### config.mk
export PLATFORM = sky130hd
export DESIGN_NAME = posit_decode_arbiter
export DESIGN_NICKNAME = d
export VERILOG_FILES = /design/src/rtl/posit_decode_arbiter.sv
export SDC_FILE = /design/constraint.sdc
export NUM_CORES = 1
export LEC_CHECK = 0
export BUFFER_PORTS_ARGS = -buffer_cell sky130_fd_sc_hd__buf_2
export CAP_MARGIN = 10
export CORE_ASPECT_RATIO = 1.75
export CORE_UTILIZATION = 40
export DETAILED_ROUTE_END_ITERATION = 7
export PLACE_DENSITY = 0.65
export SLEW_MARGIN = 20
export SYNTH_ARGS = -nofsm -noshare
export SYNTH_HDL_FRONTEND = slang
export SYNTH_SLANG_ARGS = --single-unit
### constraint.sdc
create_clock -name clk -period 3.5 [get_ports clk]
set_clock_uncertainty 0.15 [all_clocks]
set_input_delay 0.175 -clock clk [delete_from_list [all_inputs] [get_ports clk]]
set_output_delay 0.175 -clock clk [all_outputs]
set_load 0.01 [all_outputs]
### src/rtl/posit_decode_arbiter.sv
// ============================================================================
// posit_decode_arbiter -- two requesters share one posit<8,0> decoder through
// a registered output stage. Define POSIT_ARB_ROUND_ROBIN_EN for round-robin
// arbitration (fixed A priority otherwise).
// Revision: 1.0
// ============================================================================
`default_nettype none

module posit_decode_8bit (
  input  logic [7:0]  posit,
  output logic [11:0] dposit
);

  // Output layout: {nar, zero, sign, scale+7 [3:0], fraction [4:0]}.
  // The regime is read from the bits XOR the sign; the fraction stays raw,
  // giving the two's-complement form value = (1 - 3*sign + frac) * 2^scale.
  logic       sign;
  logic [6:0] body;
  logic [6:0] body_x;
  logic       reg_bit;
  logic [2:0] run;
  logic       run_done;
  logic [3:0] scale;
  logic [6:0] shifted;

  always_comb begin
    sign     = posit[7];
    body     = posit[6:0];
    body_x   = body ^ {7{sign}};
    reg_bit  = body_x[6];
    run      = 3'd0;
    run_done = 1'b0;
    for (int i = 6; i >= 0; i--) begin
      if (!run_done && (body_x[i] == reg_bit)) begin
        run = run + 3'd1;
      end else begin
        run_done = 1'b1;
      end
    end
    scale   = reg_bit ? (4'd6 + {1'b0, run}) : (4'd7 - {1'b0, run});
    shifted = body << ({1'b0, run} + 4'd1);
    dposit  = {(posit == 8'h80), (posit == 8'h00), sign, scale, shifted[6:2]};
  end

endmodule

module posit_decode_arbiter #(
  parameter int CNT_W = 16
) (
  input  logic             clk,
  input  logic             rst,
  input  logic             a_valid,
  input  logic [7:0]       a_posit,
  output logic             a_ready,
  input  logic             b_valid,
  input  logic [7:0]       b_posit,
  output logic             b_ready,
  output logic             out_valid,
  output logic [11:0]      out_dposit,
  output logic             out_src,
  input  logic             out_ready,
  output logic [CNT_W-1:0] dec_count
);

  typedef enum logic {
    EMPTY = 1'b0,
    FULL  = 1'b1
  } state_t;

  state_t      state;
  state_t      state_next;
  logic        can_accept;
  logic        grant;
  logic [7:0]  dec_in;
  logic [11:0] dec_out;

`ifdef POSIT_ARB_ROUND_ROBIN_EN
  logic        last_src;
`endif

  posit_decode_8bit u_decode (
    .posit  (dec_in),
    .dposit (dec_out)
  );

  always_comb begin
    state_next = state;
    a_ready    = 1'b0;
    b_ready    = 1'b0;
    can_accept = (state == EMPTY) || out_ready;
    if (!rst && can_accept) begin
`ifdef POSIT_ARB_ROUND_ROBIN_EN
      // On contention the requester that did not win last time goes first.
      if (a_valid && (!b_valid || last_src)) begin
        a_ready = 1'b1;
      end else if (b_valid) begin
        b_ready = 1'b1;
      end
`else
      if (a_valid) begin
        a_ready = 1'b1;
      end else if (b_valid) begin
        b_ready = 1'b1;
      end
`endif
    end
    grant  = a_ready || b_ready;
    dec_in = b_ready ? b_posit : a_posit;
    case (state)
      EMPTY: if (grant) state_next = FULL;
      FULL:  if (out_ready && !grant) state_next = EMPTY;
      default: state_next = EMPTY;
    endcase
  end

  assign out_valid = (state == FULL);

  always_ff @(posedge clk) begin
    if (rst) begin
      state <= EMPTY;
    end else begin
      state <= state_next;
    end
  end

  always_ff @(posedge clk) begin
    if (rst) begin
      out_dposit <= 12'h000;
      out_src    <= 1'b0;
    end else if (grant) begin
      out_dposit <= dec_out;
      out_src    <= b_ready;
    end
  end

  always_ff @(posedge clk) begin
    if (rst) begin
      dec_count <= '0;
    end else if (out_valid && out_ready) begin
      dec_count <= dec_count + {{(CNT_W-1){1'b0}}, 1'b1};
    end
  end

`ifdef POSIT_ARB_ROUND_ROBIN_EN
  always_ff @(posedge clk) begin
    if (rst) begin
      last_src <= 1'b1;
    end else if (grant) begin
      last_src <= b_ready;
    end
  end
`endif

endmodule

`default_nettype wire
Word-level counts from Yosys, hierarchy flattened
Index checks and enable logic that the tools add are counted.
Widths: inputs -> output; s select.
Cells by class
  add/subtract/negate cells: 9
  eq/ne operators: 7
  shift operators: 1
  mux-type cells: 21
  bitwise logic cells: 2
  reduce and logical (&&, ||, !) cells: 17
Operators with widths (count)
  $add 16x1->16 const B: 1
  $add 3x1->3 const B: 5
  $mux 3: 5
  $mux 1: 12
  $eq 8x8->1 const B: 1
  $logic_and 1x1->1: 8
  $logic_not 8->1: 1
  $mux 8: 1
  $shl 7x4->7: 1
  $xor 7x7->7: 1
  $eq 1x1->1: 6
  $logic_not 1->1: 6
  $add 3x1->4 const B: 1
  $add 3x3->4 const A: 1
  $mux 4: 1
  $sub 3x3->4 const A: 1
  $logic_or 1x1->1: 2
  $mux 2: 1
  $pmux 1 s2: 1
  $not 1->1: 1
Storage, ports and cells
  register bits: 30
  bits of input ports: 21
  output and inout bits: 32

Depth between registers and ports, before layout
  depth after elaboration: 23
  depth in mapped cells: 22
  gate-level depth less buffers: 19

Cells and area by module
Synthesis repeated with hierarchy kept, for this count alone.
Unflattened totals
  cell total of the unflattened synthesis: 236
  area, all modules: 1988.2 um2
By module, submodules not included
  posit_decode_arbiter: times used 1, cells an instance 141, area each 1335.0 um2
  posit_decode_8bit: times used 1, cells an instance 95, area each 653.1 um2

Worst setup path after synthesis
OpenSTA, ideal clock, no wires.
  path kind: register to register
  start: reg state (netlist: out_valid)
  end: reg out_dposit[2]
  library setup time: 0.122 ns
  arrival time: 3.735 ns
  path slack: -0.507 ns
  cell stages (with the launch flop): 19
  path buffers: 4
  clock period less this slack: 4.007 ns
  path through: dfxtp_1 > nand2b_4 > nand3_4 > clkbuf_8 > mux2i_1 > ha_1 > buf_4 > nor2b_1 > o2111ai_1 > nand2_2 > mux2i_4 > buf_6 > ha_1 > buf_4 > xnor2_1 > mux2_2 > o2111a_1 > a22oi_1 > o21ai_1
On the way
  longest elaborated chain between the ends: 23
  elaborated cells on any way between the ends: 41
  classes of those cells: add/sub: 6; eq/ne: 6; shift: 1; mux: 14; bitwise: 2; reduce/logical: 12
Ends and longest elaborated chain
  from (decl): line 70  | state_t state;
  from (signal assigned): line 122  | state <= state_next;
  $not 1->1 (*)
  $logic_or 1x1->1 (*): line 90  | can_accept = (state == EMPTY) || out_ready;
  $logic_and 1x1->1 (*): line 91  | if (!rst && can_accept) begin
  parallel branches: the longest is 20 deep, another holds $add 3x1->3
  to (signal assigned): line 131  | out_dposit <= dec_out;
  to (decl): line 59  | output logic [11:0] out_dposit,
Mark *: on every way between the ends.
A chain may end at the register's enable or synchronous reset.

Worst setup path in the final report
  start: reg state (netlist: out_valid)
  end: reg out_dposit[3]
The elaborated chain is that of the path after synthesis.

==> run metrics <==
CTS tree done; nets 338; fmax roughly 300 MHz; CTS root buf clkbuf_8; Worst-Skew Late Latency 280 ps; Setup WS pre-CTS 18.0 ps; core footprint 5020 um2; P&R area growth vs syn 27.1%; synthesized flop and latch total 30; Setup crit start kind register; Crit. End Element register; CP Data Required Time 3520 ps; Hold Crit Class primary input to register; fin. max-slew vios 0; Worst Path Class, Setup register to register; share of flip-flops with an asynchronous set or reset 0; Post-Syn Area roughly 2100 um2; Slew HR 0.473; initial antenna violation count 0; Antenna Cells 0; die width 56.9 um; row count 34; overall routed net length 5380 um; failing checks DRC; Clock Sinks 30; Syn Area/Cell 8.61 um2; final hold violation count 0; Total Power ~0.001 W; Placer Congestion 0.882; crit path DAT 3370 ps; gr ovfl total 0; Yosys cell types a little under 60; post-DP HPWL 4330 um; Pre-Repair DR Iteration Count 6; CP cell instances nand2b_4 > nand3_4 > clkinv_4 > mux2_4 > inv_4 > ha_4 > nor2b_2 > o2111ai_2 > nand2_2 > mux2i_2 > inv_2 > ha_4 > xnor2_4 > mux2_4 > o211a_1 > o211ai_1 > nand3_1; largest net degree at the start of global routing 28; Seq/Total Area, Yosys 0.285; Routed Antenna Nets 0; CTS Buffer Depth 2; final instance area 2680 um2; post-synthesis simple-gate area fraction 0.253; Mapped Nets approximately 270; input/output buffers 52; WL/cell 14.7 um; DIE AREA about 5600 um2; final worst slack approximately 150 ps; adder-cell share of the synthesized area 0.0356; clock transition at the registers of the reported paths roughly 60 ps; Post-Synthesis Cells around 250; critical-path maximum fanout 6; delay-heaviest family, CP multiplexers; Total GRT Usage 0.205; Max VDD drop 0.000196 V; initial core utilization 0.420; Slew @ Worst Pin 787 ps; EDFF count, synth 0; layout cells sized above 1 0.369; Setup-failing EPs final 0; crit path buf inv count 3; total number of vias 1998; die height 98.0 um; cell area after placement roughly 2500 um2; min Tclk post-route around 3300 ps; setup TNS 0 ps; H-tree depth 2; initial drt markers 112; PD cells roughly 380 nW/um2; CTS buffer count 5; largest family of logic cells by synthesized area simple AND/OR/NAND/NOR gates; compound-cell area share of the yosys netlist 0.142; global-route wire length before repair 8850 um; max-cap violations 0; slowest stage delay, CP 350 ps; drt via density 5.46; CP max-delay cell dfxtp_4; dominant synthesized flop cell dfxtp_1; Pleak 1.24 nW; Synth Area in XOR/XNOR 0.0872; yosys warns 0; drc violations 12; period utilization 0.956; multiplexer share of the synthesized area 0.133; outcome finished, violations left; vias in the first global route 1926; Top Ports 53
[sequential cells by signal, indices dropped and copies added, names as in the netlist]
signal      flops
dec_count      16
out_dposit     12
out_valid       1
out_src         1
[routing by layer]
layer	track usage	wire length [um]
met1	0.193	2070
met4	0.103	176
met5	0	0
met2	0.404	2960
met3	0.0358	178
[cell usage after synthesis, types with 2 or more instances]
library cell	n	area (um2)
a22oi_1	3	22.5
nand2b_1	3	18.8
o21ai_0	4	20.0
ha_1	6	75.1
clkbuf_1	4	15.0
nand2_1	22	82.6
a211oi_1	4	30.0
o221ai_1	2	17.5
mux2i_1	15	150
nand3_1	12	60.1
inv_1	8	30.0
nor2b_1	7	43.8
nor3_1	2	10.0
o21a_1	2	15.0
mux2_2	7	78.8
and3_1	5	31.3
xor2_1	16	140
and4_2	2	20.0
xnor2_1	5	43.8
a31oi_1	2	12.5
clkbuf_8	3	41.3
nor2_1	33	124
nand4_1	3	18.8
o211ai_1	2	15.0
buf_4	2	15.0
and4_1	2	17.5
o31a_1	2	17.5
o211a_1	2	20.0
a21oi_1	6	30.0
dfxtp_1	30	601
or3_1	2	12.5
[through the flow]
stage / instances / utilization / hold slack, ps
global placement: 353 / 0.501 / 286
global route: 366 / 0.534 / 56.2
floorplan: 245 / - / 185
detailed placement: 353 / 0.501 / 303
finish: 366 / 0.534 / 49.0
CTS: 361 / 0.520 / 45.0
[cells in the final DEF, fill, tap and decap left out, drive strengths merged, types with 6 or more instances in the layout]
master  count
mux2i      17
dfxtp      30
nor2b       8
xor2       16
inv        10
and3        6
mux2        8
clkbuf      6
a21oi       7
ha          6
buf        70
nor2       33
nand2      23
nand3      13
[where the power goes]
group	leakage (nW)	switching, W	internal (W)
registers	0.245	0.0000112	0.000363
clock network	0.0515	0.000131	0.000158
logic	0.946	0.000182	0.000169
total	1.24	0.000325	0.000690
[timing repair]
action | 4_1_cts | 5_1_grt
gates resized for setup | 0 | 8
endpoints found under the hold margin | 0 | 0
setup buffers | 0 | 5
hold buffers | 0 | 0
endpoints found under the setup margin | 0 | 3
[kinds of logic after synthesis]
logic type / Yosys count
muxes: 25
and+or+nand+nor: 103
xor gates and xnor gates: 21
AOI/OAI and AO/OA: 39
buffers and inverters: 21
DFF: 30
adders and majority gates: 6
[final timing paths]
kind,endpoint,cells after the start,slack [ps],from
setup / recovery,out_dposit[3],17,150,out_valid
hold / removal,dec_count[1],3,50,out_ready
setup reg to reg,out_dposit[3],17,150,out_valid
hold reg to reg,out_dposit[3],2,310,out_dposit[3]
[final cells by class]
cell class | count | area, um2
tap | 54 | 67.6
clock inverter | 2 | 11.3
clock buffer | 6 | 82.6
inverter | 10 | 47.5
multi-input combinational | 194 | 1470
sequential | 30 | 604
timing repair buffer | 70 | 399
fill | 487 | 2340
[worst reg2reg max path, cell delays in order (launching register included)]
cell and delay (ps):
dfxtp_4 350, nand2b_4 70, nand3_4 80, clkinv_4 60, mux2_4 310, inv_4 70
ha_4 200, nor2b_2 120, o2111ai_2 130, nand2_2 140, mux2i_2 270, inv_2 80
ha_4 200, xnor2_4 220, mux2_4 320, o211a_1 210, o211ai_1 160, nand3_1 90
No activity file was read; power rests on OpenSTA's default activity.
